===== config.mk =====
export PLATFORM = sky130hd
export DESIGN_NAME = mont_mul_ctrl_flat
export DESIGN_NICKNAME = d
export VERILOG_FILES = /design/src/rtl/mont_mul_ctrl_if.sv /design/src/rtl/mont_mul_ctrl.sv /design/src/flat_wrapper.sv
export SDC_FILE = /design/constraint.sdc
export NUM_CORES = 1
export LEC_CHECK = 0
export ABC_AREA = 0
export ABC_CLOCK_PERIOD_IN_PS = 5500
export BUFFER_PORTS_ARGS = -buffer_cell sky130_fd_sc_hd__buf_4
export CAP_MARGIN = 40
export CORE_MARGIN = 5
export CORE_UTILIZATION = 30
export DETAILED_ROUTE_END_ITERATION = 16
export PLACE_DENSITY_LB_ADDON = 0.25
export SETUP_SLACK_MARGIN = 0.15
export SYNTH_ARGS = -nofsm -noshare
export SYNTH_HDL_FRONTEND = slang
export SYNTH_SLANG_ARGS = --single-unit

===== constraint.sdc =====
create_clock -name clk -period 5.5 [get_ports clk]
set_input_delay 0.825 -clock clk [delete_from_list [all_inputs] [get_ports clk]]
set_output_delay 0.825 -clock clk [all_outputs]
set_load 0.005 [all_outputs]

===== src/rtl/mont_mul_ctrl_if.sv =====
// mont_mul_ctrl_if: control/status bundle between the Montgomery sequencer and its datapath side.
interface mont_mul_ctrl_if #(parameter int NBITS = 512);
  logic                     start;
  logic                     a_bit;
  logic                     c_zero;
  logic                     sub_done;
  logic [$clog2(NBITS)-1:0] bit_idx;
  logic [1:0]               op_sel;
  logic                     enable_c;
  logic                     shift;
  logic                     subtract;
  logic [3:0]               chunk;
  logic                     busy;
  logic                     done;
  logic                     err;
  modport master (
    output start, a_bit, c_zero, sub_done,
    input  bit_idx, op_sel, enable_c, shift, subtract, chunk, busy, done, err
  );
  modport slave (
    input  start, a_bit, c_zero, sub_done,
    output bit_idx, op_sel, enable_c, shift, subtract, chunk, busy, done, err
  );
endinterface


===== src/rtl/mont_mul_ctrl.sv =====
// mont_mul_ctrl: sequences the bit-serial Montgomery loop, chunked carry resolve and subtract passes.
module mont_mul_ctrl #(
  parameter int NBITS   = 512,
  parameter int NCHUNK  = 5,
  parameter int MAX_SUB = 3
) (
  input logic            clk,
  input logic            resetn,
  mont_mul_ctrl_if.slave bus
);
  localparam int BW = $clog2(NBITS);
  localparam int PW = $clog2(MAX_SUB + 1);
  typedef enum logic [2:0] {IDLE, ADDB, REDUCE, RESOLVE, SUB, DONE} state_t;
  state_t          r_state, w_next;
  logic [BW-1:0]   r_bit_idx;
  logic [3:0]      r_chunk;
  logic [PW-1:0]   r_pass;
  logic            r_err;
  logic            w_last_bit, w_last_chunk, w_pass_max, w_chunked;
  assign w_last_bit   = r_bit_idx == BW'(NBITS - 1);
  assign w_last_chunk = r_chunk == 4'(NCHUNK - 1);
  assign w_pass_max   = r_pass >= PW'(MAX_SUB);
  assign w_chunked    = r_state == RESOLVE || r_state == SUB;
  // r_pass counts the pass in progress, so it is 1 throughout the first SUB pass
  always_ff @(posedge clk) begin
    if (!resetn) begin
      r_state   <= IDLE;
      r_bit_idx <= '0;
      r_chunk   <= '0;
      r_pass    <= '0;
      r_err     <= 1'b0;
    end else begin
      r_state <= w_next;
      if (r_state == IDLE && bus.start) begin
        r_bit_idx <= '0;
        r_pass    <= '0;
        r_err     <= 1'b0;
      end
      if (r_state == REDUCE && !w_last_bit) r_bit_idx <= r_bit_idx + 1'b1;
      if (w_chunked) r_chunk <= w_last_chunk ? 4'd0 : r_chunk + 4'd1;
      if (r_state == RESOLVE && w_last_chunk) r_pass <= PW'(1);
      if (r_state == SUB && w_last_chunk && !bus.sub_done) begin
        if (w_pass_max) r_err <= 1'b1;
        else r_pass <= r_pass + 1'b1;
      end
    end
  end
  always_comb begin
    w_next = r_state;
    case (r_state)
      IDLE:    w_next = bus.start ? ADDB : IDLE;
      ADDB:    w_next = REDUCE;
      REDUCE:  w_next = w_last_bit ? RESOLVE : ADDB;
      RESOLVE: w_next = w_last_chunk ? SUB : RESOLVE;
      SUB:     w_next = (w_last_chunk && (bus.sub_done || w_pass_max)) ? DONE : SUB;
      DONE:    w_next = IDLE;
      default: w_next = IDLE;
    endcase
  end
  // chunk bit3 freezes the adder carry register outside resolve/subtract
  always_comb begin
    bus.bit_idx  = r_bit_idx;
    bus.enable_c = r_state == ADDB;
    bus.shift    = r_state == REDUCE;
    bus.subtract = r_state == SUB;
    bus.busy     = r_state != IDLE;
    bus.done     = r_state == DONE;
    bus.err      = r_err;
    bus.chunk    = w_chunked ? r_chunk : 4'd8;
    bus.op_sel   = r_state == ADDB   ? {1'b0, bus.a_bit} :
                   r_state == REDUCE ? (bus.c_zero ? 2'd2 : 2'd0) :
                   r_state == SUB    ? 2'd3 : 2'd0;
  end
endmodule

===== src/flat_wrapper.sv =====
// flat-port wrapper written by rule: the top's interface ports become plain ports
module mont_mul_ctrl_flat 
#(
  parameter int NBITS   = 512,
  parameter int NCHUNK  = 5,
  parameter int MAX_SUB = 3
)
  (clk, resetn, bus_start, bus_a_bit, bus_c_zero, bus_sub_done, bus_bit_idx, bus_op_sel, bus_enable_c, bus_shift, bus_subtract, bus_chunk, bus_busy, bus_done, bus_err);
  mont_mul_ctrl_if #(.NBITS(NBITS)) bus_i ();
  input logic clk;
  input logic resetn;
  input wire logic [$bits(bus_i.start)-1:0] bus_start;
  input wire logic [$bits(bus_i.a_bit)-1:0] bus_a_bit;
  input wire logic [$bits(bus_i.c_zero)-1:0] bus_c_zero;
  input wire logic [$bits(bus_i.sub_done)-1:0] bus_sub_done;
  output wire logic [$bits(bus_i.bit_idx)-1:0] bus_bit_idx;
  output wire logic [$bits(bus_i.op_sel)-1:0] bus_op_sel;
  output wire logic [$bits(bus_i.enable_c)-1:0] bus_enable_c;
  output wire logic [$bits(bus_i.shift)-1:0] bus_shift;
  output wire logic [$bits(bus_i.subtract)-1:0] bus_subtract;
  output wire logic [$bits(bus_i.chunk)-1:0] bus_chunk;
  output wire logic [$bits(bus_i.busy)-1:0] bus_busy;
  output wire logic [$bits(bus_i.done)-1:0] bus_done;
  output wire logic [$bits(bus_i.err)-1:0] bus_err;
  assign bus_i.start = bus_start;
  assign bus_i.a_bit = bus_a_bit;
  assign bus_i.c_zero = bus_c_zero;
  assign bus_i.sub_done = bus_sub_done;
  assign bus_bit_idx = bus_i.bit_idx;
  assign bus_op_sel = bus_i.op_sel;
  assign bus_enable_c = bus_i.enable_c;
  assign bus_shift = bus_i.shift;
  assign bus_subtract = bus_i.subtract;
  assign bus_chunk = bus_i.chunk;
  assign bus_busy = bus_i.busy;
  assign bus_done = bus_i.done;
  assign bus_err = bus_i.err;
  mont_mul_ctrl #(.NBITS(NBITS), .NCHUNK(NCHUNK), .MAX_SUB(MAX_SUB)) u_core (.clk(clk), .resetn(resetn), .bus(bus_i));
endmodule

# After elaboration in Yosys (flattened, before gate mapping)
# Index checks and enable logic that the tools add are counted.
dict set report totals {
  ff_bits 19
  out_inout_bits 21
  wordCells 49
  in_bits 6
}
dict set report classes {
  n_addsub 3
  n_lt_le_gt_ge 1
  eq_ne 7
  muxes 20
  reduce_logical 13
}
# operator n
set op_table {}
lappend op_table {{two-way mux 2 bit} 9}
lappend op_table {{two-way mux 9 bit} 2}
lappend op_table {{case mux 3 bit (5 select lines)} 1}
lappend op_table {{adder 9 x 1 -> 9 bit, second input constant} 1}
lappend op_table {{equality test 9 bit, second input constant} 1}
lappend op_table {{two-way mux 4 bit} 2}
lappend op_table {{equality test 3 x 2 -> 1 bit, second input constant} 2}
lappend op_table {{equality test 3 bit, second input constant} 2}
lappend op_table {{logical AND 1 bit} 6}
lappend op_table {{two-way mux 1 bit} 5}
lappend op_table {{adder 4 x 1 -> 4 bit, second input constant} 1}
lappend op_table {{equality test 4 x 3 -> 1 bit, second input constant} 1}
lappend op_table {{equality test 3 x 1 -> 1 bit, second input constant} 1}
lappend op_table {{zero test 3 bit} 1}
lappend op_table {{two-way mux 3 bit} 1}
lappend op_table {{nonzero test 3 bit} 1}
lappend op_table {{adder 2 x 1 -> 2 bit, second input constant} 1}
lappend op_table {{>= comparator 2 bit, second input constant} 1}
lappend op_table {{zero test 1 bit} 2}
lappend op_table {{logical OR 1 bit} 2}
lappend op_table {{nonzero test 2 bit} 1}

# Depth between registers and ports, before layout
dict set report logic_depth {
  word_depth 6
  depth_mapped 9
  ltp_nobuf 8
}

# Worst setup path before layout
# Ideal clock, no wire load.
dict set report synth_timing {
  path_type {reg-to-reg}
  from {register u_core.r_bit_idx[0], in the netlist u_core.bus.bit_idx[0]}
  to {register u_core.r_bit_idx[5], in the netlist u_core.bus.bit_idx[5]}
  setup_ps 70
  path_buffers 1
  stages_incl_launch_ff 10
  path_slack_ps 3158
  t_arrival_ps 2272
  period_less_slack_ps 2342
  required_time_ps 5430
  path_cell_list {dfxtp_1 ha_1 and3_1 nand3_1 nor2_1 ha_1 or4b_1 buf_2 or4_1 a21oi_1}
}
dict set report synth_via {
  elab_chain_cells 4
  word_cells_on_any_way 6
  classes_between {add/sub (1); eq/ne (1); mux (1); reduce/logical (3)}
}
# item line_no
set synth_lines {}
lappend synth_lines {{start, declared} mont_mul_ctrl.sv:15} ;# logic [BW-1:0] r_bit_idx;
lappend synth_lines {{start signal, assigned} mont_mul_ctrl.sv:39} ;# if (r_state == REDUCE && !w_last_bit) r_bit_idx <= r_bit_idx + 1'b1;
lappend synth_lines {{branches (longest 4 deep; another with adder 9 x 1 -> 9 bit)} n/a}
# Parallel ways; which one is timed is not known.
# A chain may end at the register's enable or synchronous reset.

# Worst setup path after layout
dict set report layout_timing {
  from {register u_core.r_state[2]}
  to {output bus_chunk[2]}
}
dict set report layout_via {
  elab_chain_cells 3
  word_cells_on_any_way 4
  classes_between {eq/ne (2); mux (1); reduce/logical (1)}
}
# item line_no
set layout_lines {}
lappend layout_lines {{start, declared} mont_mul_ctrl.sv:14} ;# state_t r_state, w_next;
lappend layout_lines {{start signal, assigned} mont_mul_ctrl.sv:33} ;# r_state <= w_next;
lappend layout_lines {{equality test 3 x 2 -> 1 bit or equality test 3 bit (tied branches)} mont_mul_ctrl.sv:23} ;# assign w_chunked = r_state == RESOLVE || r_state == SUB;
lappend layout_lines {{logical OR 1 bit *} mont_mul_ctrl.sv:23}
lappend layout_lines {{two-way mux 4 bit *} mont_mul_ctrl.sv:69} ;# bus.chunk = w_chunked ? r_chunk : 4'd8;
lappend layout_lines {{end, declared} flat_wrapper.sv:21} ;# output wire logic [$bits(bus_i.chunk)-1:0] bus_chunk;
# Every way passes the cells marked *; elsewhere a longest branch is shown, timed or not.

==> out/qor.txt <==
Area share of the largest cell type after synthesis = 34.74%
CP Cell Sequence = or3b_2 > nand2_1 > and2_1 > buf_4
Post-synthesis instance area = 0.001095 mm2
Post-CTS clock slew at the launch and capture registers of the worst setup and hold paths = 0.07 ns
Last weighted congestion value of the routability-driven placer = 0.7837
Number of diodes added for antenna fixing = 0
Commonest cells post-synth = sky130_fd_sc_hd__dfxtp_1 (19), sky130_fd_sc_hd__a21oi_1 (14), sky130_fd_sc_hd__nand2_1 (13)
Maximum ir drop on the vdd rail = 0.1338 mV
# rows = 22
Mapped Avg Cell Area = 8.170 um2
Port buffer count = 26
Chip width = 70.41 um
Post-route antenna net violation count = 0
Largest area contributor in the netlist = sky130_fd_sc_hd__dfxtp_1
Master cell of the clock root buffer = sky130_fd_sc_hd__clkbuf_8
Number of global-route vias before repair = 1060
Final-layout fill cell count = 394
Slew @ Worst Pin = 0.6083 ns
EDFF count, synth = 0
Cell types with the largest area share after synthesis = sky130_fd_sc_hd__dfxtp_1 (35%), sky130_fd_sc_hd__a21oi_1 (6.4%), sky130_fd_sc_hd__ha_1 (5.7%)
Final worst path period need = 2.660 ns
Number of antenna violations at the first check in global routing = 0
Syn_nets = 145
Layout area overhead = 25.26%
Wire per inst = 13.62 um
Number of iterations in the first detailed-routing pass = 4
Simple-gate share of the synthesized area = 29.37%
Final core utilization = 38.03%
Sequential fraction of the synthesis area = 34.74%
Kind of start point of the critical path = flop
Core area = 0.003606 mm2
Slowest cell on the critical path = sky130_fd_sc_hd__dfxtp_1
Worst Setup End Kind = output pin
Final WL = 2779 um
Share of flip-flops with an asynchronous set or reset after synthesis = 0%
Library cell with the highest instance count after synthesis = sky130_fd_sc_hd__dfxtp_1
Largest incremental delay on the critical path = 0.61 ns
Fraction of the mapped netlist area in compound gates = 21.37%
Final number of hold-violating endpoints = 0
Count of synthesis-stage warnings from yosys = 0
Power spent charging and discharging nets = 0.06443 mW
Via count = 1058
Number of buffers created by CTS = 3
Clock tree from TritonCTS = yes
Worst slack, placed = 3.048 ns
Type of the worst setup path = flop to output pin
Final Max Tran Viols = 0
Mux contribution to synthesized area = 2.743%
Dominant combinational cell family by area after synthesis = simple AND/OR/NAND/NOR gates
Post-synthesis instance total = 134
Vias per inst = 5.186
Worst clock skew = 0.001831 ns
Layout cells sized above 1 = 20.51%
Buffer count from post-CTS setup fixing = 0
Die boundary height = 70.41 um
Combinational share of power = 9.8%
Static leakage power = 0.5410 nW
Critical Path AT = 1.84 ns
DIE AREA = 0.004958 mm2
Clock share of power = 36.6%
Adder and majority gate portion of the synthesized area = 5.714%
Flop and latch count out of synthesis = 19
Proportion of power drawn by flip-flops and latches = 53.6%
Share of the synthesized netlist area taken by xor and xnor gates = 0.8000%
Result of the run = finished, final reports clean
Largest buffer count on any clock path = 2
Detailed router's first-iteration violation count = 71
Hold buffer count at CTS = 0
Cell-internal power = 0.2037 mW
Unrepaired setup endpoints after global routing = no
Final HPWL from detailed placement = 2058 um
I/O pin count = 27
Fmax = 375.9 MHz
Final net count = 168
Starting utilization of the core area = 30.36%
Skew-Pair Late Insertion Delay = 0.26 ns
Power per cell area = 195.5 mW/mm2
Class of the worst hold path = flop to flop
Number of buffers and inverters on the critical path = 1
Family of cells with the greatest summed delay on the critical path = simple AND/OR/NAND/NOR gates
Setup TNS = 0 ns
Total global routing track utilization = 11.63%
Worst slew margin relative to its limit = 59.07%
Commonest register cell after synthesis = sky130_fd_sc_hd__dfxtp_1
Switching share of power = 24.03%
Slack of the critical path = 2.840 ns
Highest fanout seen on the critical path = 16
Detailed-route DRC error count = 0
Number of gates given a new drive strength after cts = 0
Max-cap violations = 0
H-tree level count = 1
Setup-failing EPs final = 0
Global-route wire length before repair = 4726 um
Residual overflow from global routing = 0
Required time at the worst-slack endpoint = 4.68 ns
Clock Sink Count = 19
Final critical-path share of the clock period = 48.37%
Largest net degree at the start of global routing = 18
Number of distinct standard cells referenced by the synthesized netlist = 43
[cell type report]
class                      instances  area (um2)  share of cell area (%)
multi-input combinational        100       656.9                   47.90
timing repair buffer              27       206.4                   15.05
inverter                           6       22.52                   1.642
tap                               48       60.06                   4.380
sequential                        19       380.4                   27.74
clock buffer                       4       45.04                   3.285
[flip-flops by register name, summed over array words and instances (netlist names)]
signal / flops
u_core.bus.bit_idx: 9
u_core.r_chunk: 4
u_core.r_state: 3
u_core.r_pass: 2
u_core.bus.err: 1
[cells in the final DEF (no fill, tap or decap), types with 2 or more instances in the layout]
| cell type | netlist | final |
|---|---|---|
| sky130_fd_sc_hd__a21oi_1 | 14 | 14 |
| sky130_fd_sc_hd__a311oi_1 | 2 | 2 |
| sky130_fd_sc_hd__and2_1 | 2 | 2 |
| sky130_fd_sc_hd__and3_1 | 2 | 2 |
| sky130_fd_sc_hd__and3b_1 | 2 | 2 |
| sky130_fd_sc_hd__buf_4 | 0 | 26 |
| sky130_fd_sc_hd__clkbuf_8 | 0 | 3 |
| sky130_fd_sc_hd__dfxtp_1 | 19 | 19 |
| sky130_fd_sc_hd__ha_1 | 5 | 5 |
| sky130_fd_sc_hd__inv_1 | 5 | 5 |
| sky130_fd_sc_hd__mux2i_1 | 3 | 3 |
| sky130_fd_sc_hd__nand2_1 | 13 | 13 |
| sky130_fd_sc_hd__nand2b_1 | 5 | 5 |
| sky130_fd_sc_hd__nand3_1 | 7 | 7 |
| sky130_fd_sc_hd__nand3b_1 | 3 | 3 |
| sky130_fd_sc_hd__nor2_1 | 7 | 7 |
| sky130_fd_sc_hd__nor3_1 | 2 | 2 |
| sky130_fd_sc_hd__o2111ai_1 | 2 | 2 |
| sky130_fd_sc_hd__o21ai_0 | 2 | 2 |
| sky130_fd_sc_hd__o221ai_1 | 2 | 2 |
| sky130_fd_sc_hd__o41ai_1 | 2 | 2 |
| sky130_fd_sc_hd__or3_1 | 5 | 5 |
[cell families (layout without fill, tap and decap cells)]
logic type,count (synthesis),count (layout)
and+or+nand+nor,57,57
AOI/OAI and AO/OA,34,34
DFF,19,19
buffers and inverters,15,37
adders and majority gates,5,5
muxes,3,3
xor gates and xnor gates,1,1
[power groups by stage]
stage                     sequential, mW  combinational, mW  clock [mW]
after floorplan                    0.144             0.0177           0
after global placement             0.147             0.0258           0
after detailed placement           0.147             0.0267           0
after CTS                          0.144             0.0268       0.101
after global routing               0.145             0.0290       0.107
final                              0.144             0.0262      0.0981
[final timing paths]
check,end,slack [ns],start,depth (start not counted)
setup / recovery,bus_chunk[2],2.84,u_core.r_state[2]$_SDFF_PN0_,4
setup reg to reg,u_core.bus.bit_idx[5]$_SDFFE_PN0P_,3.02,u_core.bus.bit_idx[0]$_SDFFE_PN0P_,8
hold / removal,u_core.bus.err$_SDFF_PN0_,0.46,u_core.bus.err$_SDFF_PN0_,2
hold reg to reg,u_core.bus.err$_SDFF_PN0_,0.46,u_core.bus.err$_SDFF_PN0_,2
[tightest hold or removal path, cell delays in order (launching register included)]
cell and delay, ns:
sky130_fd_sc_hd__dfxtp_1 0.32, sky130_fd_sc_hd__nand2_1 0.05, sky130_fd_sc_hd__a21oi_1 0.05
[per-stage QoR]
| stage | power (mW) | hold WS (ns) | cell area [um2] | instances |
|---|---|---|---|---|
| detailed placement | 0.1736 | 0.4518 | 1326 | 200 |
| CTS | 0.2714 | 0.4645 | 1371 | 204 |
| finish | 0.2681 | 0.4640 | 1371 | 204 |
| global route | 0.2803 | 0.5122 | 1371 | 204 |
| floorplan | 0.1618 | 0.4483 | 1095 | 134 |
| global placement | 0.1726 | 0.4660 | 1315 | 199 |
[metal layers]
| layer | vias to the layer above | global-route usage [%] | share of wire (%) | routed length, um |
|---|---|---|---|---|
| li1 | 546 | - | - | - |
| met3 | 4 | 4.460 | 5.8 | 160 |
| met2 | 24 | 20.48 | 48 | 1347 |
| met5 | - | 0 | 0 | 0 |
| met4 | 0 | 1.915 | 0.68 | 19 |
| met1 | 484 | 13.42 | 45 | 1252 |
(Power assumes the default switching activity.)
